File: src/rtl/seq_player.sv
// Colour-sequence player: plays nivel+1 colours from an external ROM, then checks the player's
// presses. Optional build macro SEQ_TIMEOUT_EN adds an ESPERA response timeout (TEMPO_LIMITE).
module seq_player #(
  parameter int unsigned TEMPO_LED    = 25000000,
  parameter int unsigned TEMPO_PAUSA  = 12500000,
  parameter int unsigned TEMPO_LIMITE = 250000000
) (
  input  logic       clock,
  input  logic       reset_n,
  input  logic       iniciar,
  input  logic [3:0] nivel,
  input  logic [3:0] botoes,
  input  logic [3:0] saida_rom,
  output logic [3:0] address,
  output logic [3:0] leds,
  output logic       ocupado,
  output logic       aguardando,
  output logic       acerto,
  output logic       erro
);

  if (TEMPO_LED < 1 || TEMPO_LED > 32'h03ff_ffff) begin : g_bad_tempo_led
    $fatal(1, "TEMPO_LED out of range");
  end
  if (TEMPO_PAUSA < 1 || TEMPO_PAUSA > 32'h03ff_ffff) begin : g_bad_tempo_pausa
    $fatal(1, "TEMPO_PAUSA out of range");
  end
  if (TEMPO_LIMITE < 1) begin : g_bad_tempo_limite
    $fatal(1, "TEMPO_LIMITE out of range");
  end

  localparam logic [25:0] LedLast   = 26'(TEMPO_LED - 1);
  localparam logic [25:0] PausaLast = 26'(TEMPO_PAUSA - 1);

  typedef enum logic [2:0] {
    StIdle,
    StMostra,
    StPausa,
    StEspera,
    StAcerto,
    StErro
  } state_e;

  state_e      state_q, state_d;
  logic [3:0]  idx_q, idx_d;
  logic [3:0]  nivel_q, nivel_d;
  logic [25:0] timer_q, timer_d;
  logic        acerto_q, erro_q;

`ifdef SEQ_TIMEOUT_EN
  localparam int unsigned LimW = $clog2(TEMPO_LIMITE + 1);
  localparam logic [LimW-1:0] LimLast = LimW'(TEMPO_LIMITE - 1);

  logic [LimW-1:0] lim_q, lim_d;

  always_ff @(posedge clock or negedge reset_n) begin
    if (!reset_n) begin
      lim_q <= '0;
    end else begin
      lim_q <= lim_d;
    end
  end
`endif

  always_ff @(posedge clock or negedge reset_n) begin
    if (!reset_n) begin
      state_q  <= StIdle;
      idx_q    <= '0;
      nivel_q  <= '0;
      timer_q  <= '0;
      acerto_q <= 1'b0;
      erro_q   <= 1'b0;
    end else begin
      state_q  <= state_d;
      idx_q    <= idx_d;
      nivel_q  <= nivel_d;
      timer_q  <= timer_d;
      acerto_q <= (state_d == StAcerto);
      erro_q   <= (state_d == StErro);
    end
  end

  always_comb begin
    state_d = state_q;
    idx_d   = idx_q;
    nivel_d = nivel_q;
    timer_d = timer_q;
`ifdef SEQ_TIMEOUT_EN
    lim_d   = lim_q;
`endif
    unique case (state_q)
      StIdle: begin
        idx_d   = '0;
        timer_d = '0;
        if (iniciar) begin
          nivel_d = nivel;
          state_d = StMostra;
        end
      end
      StMostra: begin
        if (timer_q == LedLast) begin
          timer_d = '0;
          state_d = StPausa;
        end else begin
          timer_d = timer_q + 26'd1;
        end
      end
      StPausa: begin
        if (timer_q == PausaLast) begin
          timer_d = '0;
          if (idx_q == nivel_q) begin
            idx_d   = '0;
            state_d = StEspera;
`ifdef SEQ_TIMEOUT_EN
            lim_d   = '0;
`endif
          end else begin
            idx_d   = idx_q + 4'd1;
            state_d = StMostra;
          end
        end else begin
          timer_d = timer_q + 26'd1;
        end
      end
      StEspera: begin
        if (botoes == 4'b0000) begin
`ifdef SEQ_TIMEOUT_EN
          if (lim_q == LimLast) begin
            state_d = StErro;
          end else begin
            lim_d = lim_q + 1'b1;
          end
`endif
        end else if (botoes == saida_rom) begin
`ifdef SEQ_TIMEOUT_EN
          lim_d = '0;
`endif
          // Last step matched: the whole sequence was reproduced.
          if (idx_q == nivel_q) begin
            state_d = StAcerto;
          end else begin
            idx_d = idx_q + 4'd1;
          end
        end else begin
          state_d = StErro;
        end
      end
      StAcerto, StErro: begin
        idx_d   = '0;
        timer_d = '0;
        state_d = StIdle;
      end
      default: begin
        idx_d   = '0;
        timer_d = '0;
        state_d = StIdle;
      end
    endcase
  end

  always_comb begin
    address    = idx_q;
    leds       = (state_q == StMostra) ? saida_rom : 4'b0000;
    ocupado    = (state_q != StIdle);
    aguardando = (state_q == StEspera);
    acerto     = acerto_q;
    erro       = erro_q;
  end

endmodule
File: config.mk
export PLATFORM = sky130hd
export DESIGN_NAME = seq_player
export DESIGN_NICKNAME = d
export VERILOG_FILES = /design/src/rtl/seq_player.sv
export SDC_FILE = /design/constraint.sdc
export NUM_CORES = 1
export LEC_CHECK = 0
export ABC_CLOCK_PERIOD_IN_PS = 1900
export BUFFER_PORTS_ARGS = -buffer_cell sky130_fd_sc_hd__buf_4
export CAP_MARGIN = 20
export CORE_ASPECT_RATIO = 1.75
export CORE_UTILIZATION = 53
export CTS_CLUSTER_SIZE = 28
export DETAILED_ROUTE_END_ITERATION = 10
export MAX_ROUTING_LAYER = met4
export PLACE_DENSITY_LB_ADDON = 0.08
export RECOVER_POWER = 50
export REMOVE_ABC_BUFFERS = 1
export SLEW_MARGIN = 0
export SYNTH_ARGS = -nofsm -noshare
export SYNTH_HDL_FRONTEND = slang
export SYNTH_SLANG_ARGS = --single-unit
File: constraint.sdc
create_clock -name clock -period 1.9 [get_ports clock]
set_clock_uncertainty 0.1 [all_clocks]
set_input_delay 0.19 -clock clock [delete_from_list [all_inputs] [get_ports clock]]
set_output_delay 0.19 -clock clock [all_outputs]
set_load 0.01 [all_outputs]
==> results.rst, run 1 <==
.. list-table::
   :header-rows: 1

   * - Metric
     - Value
   * - Outcome
     - finished, violations left
   * - Failing checks
     - negative setup slack
   * - Cell count after synthesis
     - 249
   * - Final worst path period need
     - 2.26 ns
   * - Worst EP required
     - between 1.5 and 2 ns
   * - Startpoint type of the worst setup path
     - flop
   * - Final clock period utilization by the worst path
     - 119%
   * - Height of the chip
     - 91.3 um
   * - Global route total overflow
     - 0
   * - Syn. warnings
     - 0
   * - Start-to-end type of the worst setup path
     - flop to flop
   * - DRC Markers
     - 0
   * - Leakage power figure
     - 0.00147 uW
   * - Wire length of the first global-routing pass
     - approximately 11 mm
   * - Vias per cell
     - 5.95
   * - F_max
     - 443 MHz
   * - Worst min path class
     - primary input to flop
   * - Total standard cell area after synthesis
     - 2420 um2
   * - CTS tree
     - yes
   * - Power per unit of standard cell area
     - 748 nW/um2
   * - Multi-input gate area
     - roughly 1500 um2
   * - Maximum number of pins on one net before global-route repair
     - 40
   * - Placed Instances
     - 379
   * - Setup slack of the critical path after layout
     - -0.359 ns
   * - Library cells used by synthesis
     - 60
   * - Routability-driven placement congestion ratio
     - 0.921
   * - Final layout net count
     - 360
   * - EDFF count, synth
     - 0
   * - Growth of design area from synthesis to finish
     - 42.5%
   * - Sequential-to-total area share from yosys stat
     - between 40% and 50%
   * - Die Outline Area
     - 4840 um2
   * - Number of antenna diodes
     - 0
   * - Share of flip-flops with an asynchronous set or reset after synthesis
     - 100%
   * - Maximum root-to-sink buffer count
     - 2
   * - Total vias in the final route
     - 2352
   * - Setup TNS
     - -10.10 ns
   * - Vias in the first global route
     - 2373
   * - Max-slew headroom
     - 35.5%
   * - Routed wire per std cell
     - 17.5 um
   * - Transition time at the pin with the least slew margin
     - ~0.97 ns
   * - Clk slew on worst S/H paths
     - ~0.08 ns
   * - Fill count
     - 302
   * - I/O pins
     - 27
   * - Arrival time worst endpoint
     - 2.35 ns
   * - Number of hold-slack violations in the final timing report
     - 0
   * - Final count of pins violating max slew
     - 0
   * - Detailed placement HPWL
     - just under 5 mm
   * - Post-synth top flop
     - sky130_fd_sc_hd__dfrtp_1
   * - Post-route ant nets
     - 0
   * - Source-to-sink clock delay at the later pin of the worst-skew pair
     - 0.30 ns
   * - Sort of element at the end of the critical path
     - flop
   * - Avg Synthesized Cell Area
     - 9.70 um2
   * - Placement Rows
     - 32
   * - RSZ-0062 raised after global routing
     - yes
   * - # port buffers
     - 26
   * - Global-route usage over all layers
     - 31.7%
   * - Number of maximum-capacitance constraint violations
     - 0
   * - Fraction of final layout cells sized beyond drive strength 1
     - 43.0%
   * - Initial antenna violation count
     - 0
   * - Total of endpoints with negative setup slack in the final report
     - 34
   * - CTS buffer count
     - 5
   * - Wire length after detailed routing
     - 6.92 mm
   * - Final non-filler cell total
     - a little under 400
   * - Worst voltage drop across the vdd grid
     - a little under 0.9 mV
   * - Clk root buf
     - sky130_fd_sc_hd__clkbuf_8
   * - Synthesized flop and latch total
     - 39
   * - Die width
     - 53.0 um
   * - Area used by sequential logic in the layout
     - 978 um2
   * - Detailed Routing Iterations Pass 1
     - 4
   * - DRC violation total after the first TritonRoute iteration
     - 84
   * - Number of levels in the clock H-tree
     - 2
   * - Starting Density
     - between 50 and 60%
   * - Core region area
     - 4400 um2
   * - Worst-path fanout max
     - 5
   * - Clock sinks
     - 39
-- cells by family (layout without fill, tap and decap cells) --
group,after synthesis,count (layout),synth area share [%]
AOI/OAI and AO/OA,34,34,11.3
buffers and inverters,14,109,3.16
and+or+nand+nor,129,129,32.5
xor gates and xnor gates,27,27,9.79
adders and majority gates,2,2,1.04
muxes,4,4,1.86
DFF,39,39,40.4
-- layout by cell type (no fill, tap or decap), types with 5 or more instances in the layout --
cell type,synthesis,routed
sky130_fd_sc_hd__clkbuf_8,0,6
sky130_fd_sc_hd__inv_1,7,7
sky130_fd_sc_hd__nand4_1,11,11
sky130_fd_sc_hd__nand2_1,18,18
sky130_fd_sc_hd__and3_1,8,8
sky130_fd_sc_hd__dfrtp_1,39,37
sky130_fd_sc_hd__nor2_1,13,12
sky130_fd_sc_hd__nor2_2,19,15
sky130_fd_sc_hd__xnor2_1,22,22
sky130_fd_sc_hd__nor4_1,11,10
sky130_fd_sc_hd__nand3_1,14,14
sky130_fd_sc_hd__buf_4,0,84
sky130_fd_sc_hd__nor2_4,0,5
sky130_fd_sc_hd__xor2_1,5,5
sky130_fd_sc_hd__nor3_1,6,6
-- state kept, by name, indices dropped and copies added (netlist names) --
signal,flops
timer_q,26
address,4
nivel_q,4
state_q,3
acerto,1
erro,1
-- worst paths after layout --
path                                to   startpoint  slack, ns  cells after the start
max                        timer_q[14]  timer_q[22]      -0.36                      7
min in group asynchronous   nivel_q[0]      reset_n       0.47                      2
max in group asynchronous   state_q[0]      reset_n       0.56                      2
max reg2reg                timer_q[14]  timer_q[22]      -0.36                      7
min reg2reg                 nivel_q[3]   nivel_q[3]       0.44                      1
min                         nivel_q[2]     nivel[2]       0.02                      2
-- synthesized netlist by cell type (2+ instances only) --
master | number | share of area [%]
sky130_fd_sc_hd__nor2_2 | 19 | 4.9
sky130_fd_sc_hd__and2_1 | 3 | 0.78
sky130_fd_sc_hd__o2bb2ai_1 | 2 | 0.73
sky130_fd_sc_hd__and3_1 | 8 | 2.1
sky130_fd_sc_hd__a21o_1 | 3 | 0.93
sky130_fd_sc_hd__o21ai_0 | 2 | 0.41
sky130_fd_sc_hd__nor4_1 | 11 | 2.8
sky130_fd_sc_hd__inv_1 | 7 | 1.1
sky130_fd_sc_hd__nand3b_1 | 2 | 0.62
sky130_fd_sc_hd__a21oi_1 | 2 | 0.41
sky130_fd_sc_hd__dfrtp_1 | 39 | 40
sky130_fd_sc_hd__and4_1 | 2 | 0.73
sky130_fd_sc_hd__xor2_1 | 5 | 1.8
sky130_fd_sc_hd__nand4_1 | 11 | 2.8
sky130_fd_sc_hd__o21ai_1 | 5 | 1.0
sky130_fd_sc_hd__o21bai_1 | 2 | 0.62
sky130_fd_sc_hd__buf_6 | 3 | 1.4
sky130_fd_sc_hd__xnor2_1 | 22 | 8.0
sky130_fd_sc_hd__nand2b_1 | 3 | 0.78
sky130_fd_sc_hd__ha_1 | 2 | 1.0
sky130_fd_sc_hd__mux2_2 | 4 | 1.9
sky130_fd_sc_hd__nand4bb_1 | 2 | 0.93
sky130_fd_sc_hd__o22ai_1 | 2 | 0.52
sky130_fd_sc_hd__nor3_1 | 6 | 1.2
sky130_fd_sc_hd__nor4_4 | 2 | 1.8
sky130_fd_sc_hd__nand3_1 | 14 | 2.9
sky130_fd_sc_hd__nor2_1 | 13 | 2.0
sky130_fd_sc_hd__clkbuf_1 | 2 | 0.31
sky130_fd_sc_hd__nor2b_1 | 3 | 0.78
sky130_fd_sc_hd__nand2_1 | 18 | 2.8
-- area by class of cell --
type | count | share of cell area (%)
Multi-Input combinational cell | 196 | 43.1
Sequential cell | 39 | 28.4
Timing Repair Buffer | 93 | 22.4
Clock buffer | 6 | 2.40
Tap cell | 51 | 1.85
Clock inverter | 2 | 1.02
Inverter | 8 | 0.872
-- report_power, final --
| group | switching (uW) | internal, uW | total [uW] | leakage, uW |
|---|---|---|---|---|
| clock | 293 | 425 | 718 | 0.0000612 |
| combinational | 406 | 435 | 842 | 0.000886 |
| sequential | 83.2 | 934 | 1020 | 0.000523 |
-- repair_timing --
action / in CTS / in global routing
cloned: 1 / 0
pin swaps: 12 / 10
hold buffers: 1 / 0
buffers inserted: 5 / 1
endpoints found under the hold margin: 39 / 0
resized for setup: 15 / 14
endpoints found under the setup margin: 34 / 35
-- metal layers --
metal,up-vias,GRT usage (%),routed length (um)
li1,1093,-,-
met1,1125,31.5,2500
met2,91,55.2,3750
met3,43,3.85,242
met4,0,19.5,428
met5,-,-,0
-- metrics by stage --
| step | worst slack [ns] | power (uW) | utilization, % | hold slack, ns | area [um2] |
|---|---|---|---|---|---|
| global placement | -0.300 | 1700 | 70.0 | 0.0858 | 3080 |
| floorplan | -0.526 | 1390 | - | -0.206 | 2370 |
| global route | -0.433 | 2700 | 78.2 | 0.0169 | 3440 |
| finish | -0.359 | 2580 | 78.2 | 0.0182 | 3440 |
| CTS | -0.298 | 2550 | 76.5 | 0.0145 | 3370 |
| detailed placement | -0.325 | 1720 | 70.0 | 0.0962 | 3080 |
-- critical path, stage by stage (launching register included) --
cell and delay, ns:
sky130_fd_sc_hd__dfrtp_1 0.40, sky130_fd_sc_hd__or4b_4 0.56, sky130_fd_sc_hd__nor4_4 0.25, sky130_fd_sc_hd__nand4_1 0.21, sky130_fd_sc_hd__a31oi_4 0.31, sky130_fd_sc_hd__buf_12 0.15, sky130_fd_sc_hd__buf_12 0.13, sky130_fd_sc_hd__a211oi_2 0.04
(Power assumes the default switching activity.)
==> run 2: changes to the inputs <==
--- a/config.mk
+++ b/config.mk
@@ -5,11 +5,12 @@
 export SDC_FILE = /design/constraint.sdc
 export NUM_CORES = 1
 export LEC_CHECK = 0
+export ABC_AREA = 1
 export ABC_CLOCK_PERIOD_IN_PS = 1900
 export BUFFER_PORTS_ARGS = -buffer_cell sky130_fd_sc_hd__buf_4
 export CAP_MARGIN = 20
 export CORE_ASPECT_RATIO = 1.75
-export CORE_UTILIZATION = 53
+export CORE_UTILIZATION = 54
 export CTS_CLUSTER_SIZE = 28
 export DETAILED_ROUTE_END_ITERATION = 10
 export MAX_ROUTING_LAYER = met4
==> results.rst, run 2 <==
.. list-table::
   :header-rows: 1

   * - Metric
     - Value
   * - Outcome
     - finished, violations left
   * - Failing checks
     - design-rule violations
   * - Post-layout total power
     - 2300 uW
   * - Detailed Routing Iterations Pass 1
     - 8
   * - Final layout net count
     - around 500
   * - Cell count after synthesis
     - 447
   * - Placed Instances
     - 532
   * - Placement Rows
     - 34
   * - Wire length of the first global-routing pass
     - 13.2 mm
   * - Worst EP required
     - ~1.6 ns
   * - EDFF count, synth
     - 0
   * - Number of maximum-capacitance constraint violations
     - 0
   * - Max-slew headroom
     - 35.9%
   * - Global route total overflow
     - 0
   * - Final clock period utilization by the worst path
     - between 90 and 100%
   * - Power share of the combinational group
     - about 25%
   * - Number of flip-flops in the largest register
     - 26
   * - Worst Hold Margin
     - 0.00300 ns
   * - Final non-filler cell total
     - 543
   * - Layer with the highest usage
     - met2
   * - Top post-synthesis cells by count
     - 135 x sky130_fd_sc_hd__nand2_1, 80 x sky130_fd_sc_hd__nor2_1, 59 x sky130_fd_sc_hd__inv_1, 46 x sky130_fd_sc_hd__nand3_1, 39 x sky130_fd_sc_hd__dfrtp_1
   * - Sequential-to-total area share from yosys stat
     - about a third
   * - Clock network fraction of design power
     - roughly a third
   * - I/O pins
     - 27
   * - Detailed placement HPWL
     - between 6 and 7 mm
   * - Register with the most flip-flops
     - timer_q
   * - Wire length after detailed routing
     - just over 8 mm
   * - Vias per cell
     - around 5.6
   * - Maximum root-to-sink buffer count
     - 2
   * - Share of flip-flops with an asynchronous set or reset after synthesis
     - 100%
   * - Post-synth top flop
     - sky130_fd_sc_hd__dfrtp_1
   * - Number of hold-slack violations in the final timing report
     - 0
   * - Library cells used by synthesis
     - 30
   * - # port buffers
     - 26
   * - Worst voltage drop across the vdd grid
     - 0.651 mV
   * - Routability-driven placement congestion ratio
     - 0.992
   * - Met1 Usage GRT
     - 30.6%
   * - Hold path cells
     - 2
   * - Routed wire per std cell
     - 14.8 um
   * - Arrival time worst endpoint
     - between 1.5 and 2 ns
   * - Growth of design area from synthesis to finish
     - 16.5%
   * - Area used by sequential logic in the layout
     - 976 um2
   * - Power per unit of standard cell area
     - 696 nW/um2
   * - Total vias in the final route
     - 3027
   * - Commonest cells after routing, fill and taps aside
     - 132 x sky130_fd_sc_hd__nand2_1, 78 x sky130_fd_sc_hd__nor2_1, 59 x sky130_fd_sc_hd__inv_1, 46 x sky130_fd_sc_hd__nand3_1, 39 x sky130_fd_sc_hd__dfrtp_1
   * - Starting Density
     - 56.6%
   * - Number of antenna diodes
     - 0
   * - Clock sinks
     - 39
   * - Worst reg2reg setup slack
     - 0.10 ns
   * - Startpoint type of the worst setup path
     - flop
   * - Number of cells traversed by the worst register-to-register path
     - 10
   * - Transition time at the pin with the least slew margin
     - 0.962 ns
   * - Cell internal power dissipation
     - 1550 uW
   * - Biggest area contributors in the synthesized netlist
     - sky130_fd_sc_hd__dfrtp_1 34%, sky130_fd_sc_hd__nand2_1 18%, sky130_fd_sc_hd__nor2_1 11%
   * - Proportion of power drawn by flip-flops and latches
     - 43.8%
   * - Die width
     - 56.8 um
   * - Switching portion of total power
     - 32.5%
   * - Final count of pins violating max slew
     - 0
   * - Most numerous cell in the Yosys netlist
     - sky130_fd_sc_hd__nand2_1
   * - Core region area
     - 5020 um2
   * - Die Outline Area
     - 5560 um2
   * - Syn. warnings
     - 0
   * - Met2 Resource Use GR
     - 57.1%
   * - Global-route usage over all layers
     - 31.8%
   * - DRC violation total after the first TritonRoute iteration
     - 148
   * - Most common library cell in the layout ignoring fill and taps
     - sky130_fd_sc_hd__nand2_1
   * - Fraction of met3 tracks used by global routing
     - 3.44%
   * - Source-to-sink clock delay at the later pin of the worst-skew pair
     - 0.31 ns
   * - Fill count
     - between 400 and 500
   * - Maximum number of pins on one net before global-route repair
     - 40
   * - CTS buffer count
     - 5
   * - Sort of element at the end of the critical path
     - output port
   * - Clk root buf
     - sky130_fd_sc_hd__clkbuf_8
   * - Height of the chip
     - 97.9 um
   * - Avg Synthesized Cell Area
     - 6.35 um2
   * - DRC Markers
     - 2
   * - Start-to-end type of the worst setup path
     - flop to output port
   * - Share of the synthesized area in the top cell type
     - about a third
   * - Vias in the first global route
     - 2961
   * - Clk slew on worst S/H paths
     - around 0.09 ns
   * - Number of levels in the clock H-tree
     - 2
   * - Total of endpoints with negative setup slack in the final report
     - 0
   * - Total standard cell area after synthesis
     - between 2000 and 3000 um2
   * - Fraction of final layout cells sized beyond drive strength 1
     - about 15%
   * - F_max
     - between 500 and 600 MHz
   * - Final worst path period need
     - 1.82 ns
   * - Worst min path class
     - primary input to flop
   * - Synthesized flop and latch total
     - 39
   * - Post-synthesis cell type with the largest combined area
     - sky130_fd_sc_hd__dfrtp_1
   * - CTS tree
     - yes
   * - Leakage power figure
     - 0.00165 uW
   * - Post-route ant nets
     - 0
   * - Net switching power of the design
     - 749 uW
   * - Worst-path fanout max
     - 13
   * - Multi-input gate area
     - 1620 um2
   * - Utilization after layout
     - around 66%
   * - Initial antenna violation count
     - 0
## run 2: changes by cell type after synthesis, sizes merged, moves of 13 or more
cell | previous run | this run
nand2 | 18 | 141
xnor2 | 22 | 3
nor4 | 14 | 1
nor2 | 32 | 86
nand3 | 15 | 48
inv | 8 | 61
## run 2: critical path, stage by stage (launching register included)
cell,delay [ns]
sky130_fd_sc_hd__dfrtp_1,0.46
sky130_fd_sc_hd__nand3_2,0.28
sky130_fd_sc_hd__clkinv_1,0.13
sky130_fd_sc_hd__buf_4,0.20
sky130_fd_sc_hd__buf_4,0.14
## run 2: per-layer routing
layer | wire, um | share of wire (%) | vias up
li1 | - | - | 1485
met1 | 2840 | 35 | 1373
met2 | 4210 | 52 | 112
met3 | 367 | 4.6 | 57
met4 | 639 | 7.9 | 0
met5 | 0 | 0 | -
## run 2: logic make-up (layout without fill, tap and decap cells)
family	after synthesis	after routing	synth area share (%)
AOI/OAI and AO/OA	18	18	4.01
xor gates and xnor gates	12	12	3.70
adders and majority gates	2	2	0.881
buffers and inverters	69	111	9.61
DFF	39	39	34.4
muxes	2	2	0.793
and+or+nand+nor	305	305	46.6
## run 2: final timing paths
| check | end | from |
|---|---|---|
| setup / recovery | aguardando | state_q[0] |
| setup reg to reg | timer_q[0] | timer_q[25] |
| hold reg to reg | timer_q[25] | timer_q[25] |
| max in group asynchronous | timer_q[12] | reset_n |
| hold / removal | nivel_q[1] | nivel[1] |
| min in group asynchronous | nivel_q[2] | reset_n |
## run 2: power by group through the flow
stage | logic (uW) | registers, uW | clock network (uW)
3_3_place_gp | 486 | 1020 | 0
6_report | 564 | 1010 | 730
2_1_floorplan | 336 | 1010 | 0
5_1_grt | 637 | 1020 | 760
4_1_cts | 504 | 1010 | 733
3_5_place_dp | 493 | 1030 | 0
## run 2: metrics by stage
step                      worst slack, ns  cell area (um2)  setup TNS (ns)
after floorplan                    0.0778             2800               0
after global placement             0.0680             3150               0
after detailed placement          -0.0153             3150         -0.0153
after CTS                          0.0286             3280               0
after global routing            -0.000297             3310       -0.000297
final                              0.0839             3310               0
## run 2: final cells by class
type / count / area share (%)
Clock buffer: 5 / 2.08
Clock inverter: 3 / 1.44
Inverter: 62 / 7.11
Multi-Input combinational cell: 339 / 49.0
Sequential cell: 39 / 29.5
Tap cell: 54 / 2.04
Timing Repair Buffer: 41 / 8.85
## run 2: what timing repair did
item | CTS | global route
setup buffers | 0 | 2
pin swaps | 0 | 2
hold buffers | 1 | 0
endpoints found under the setup margin | 1 | 30
resized for setup | 2 | 8
endpoints found under the hold margin | 39 | 0
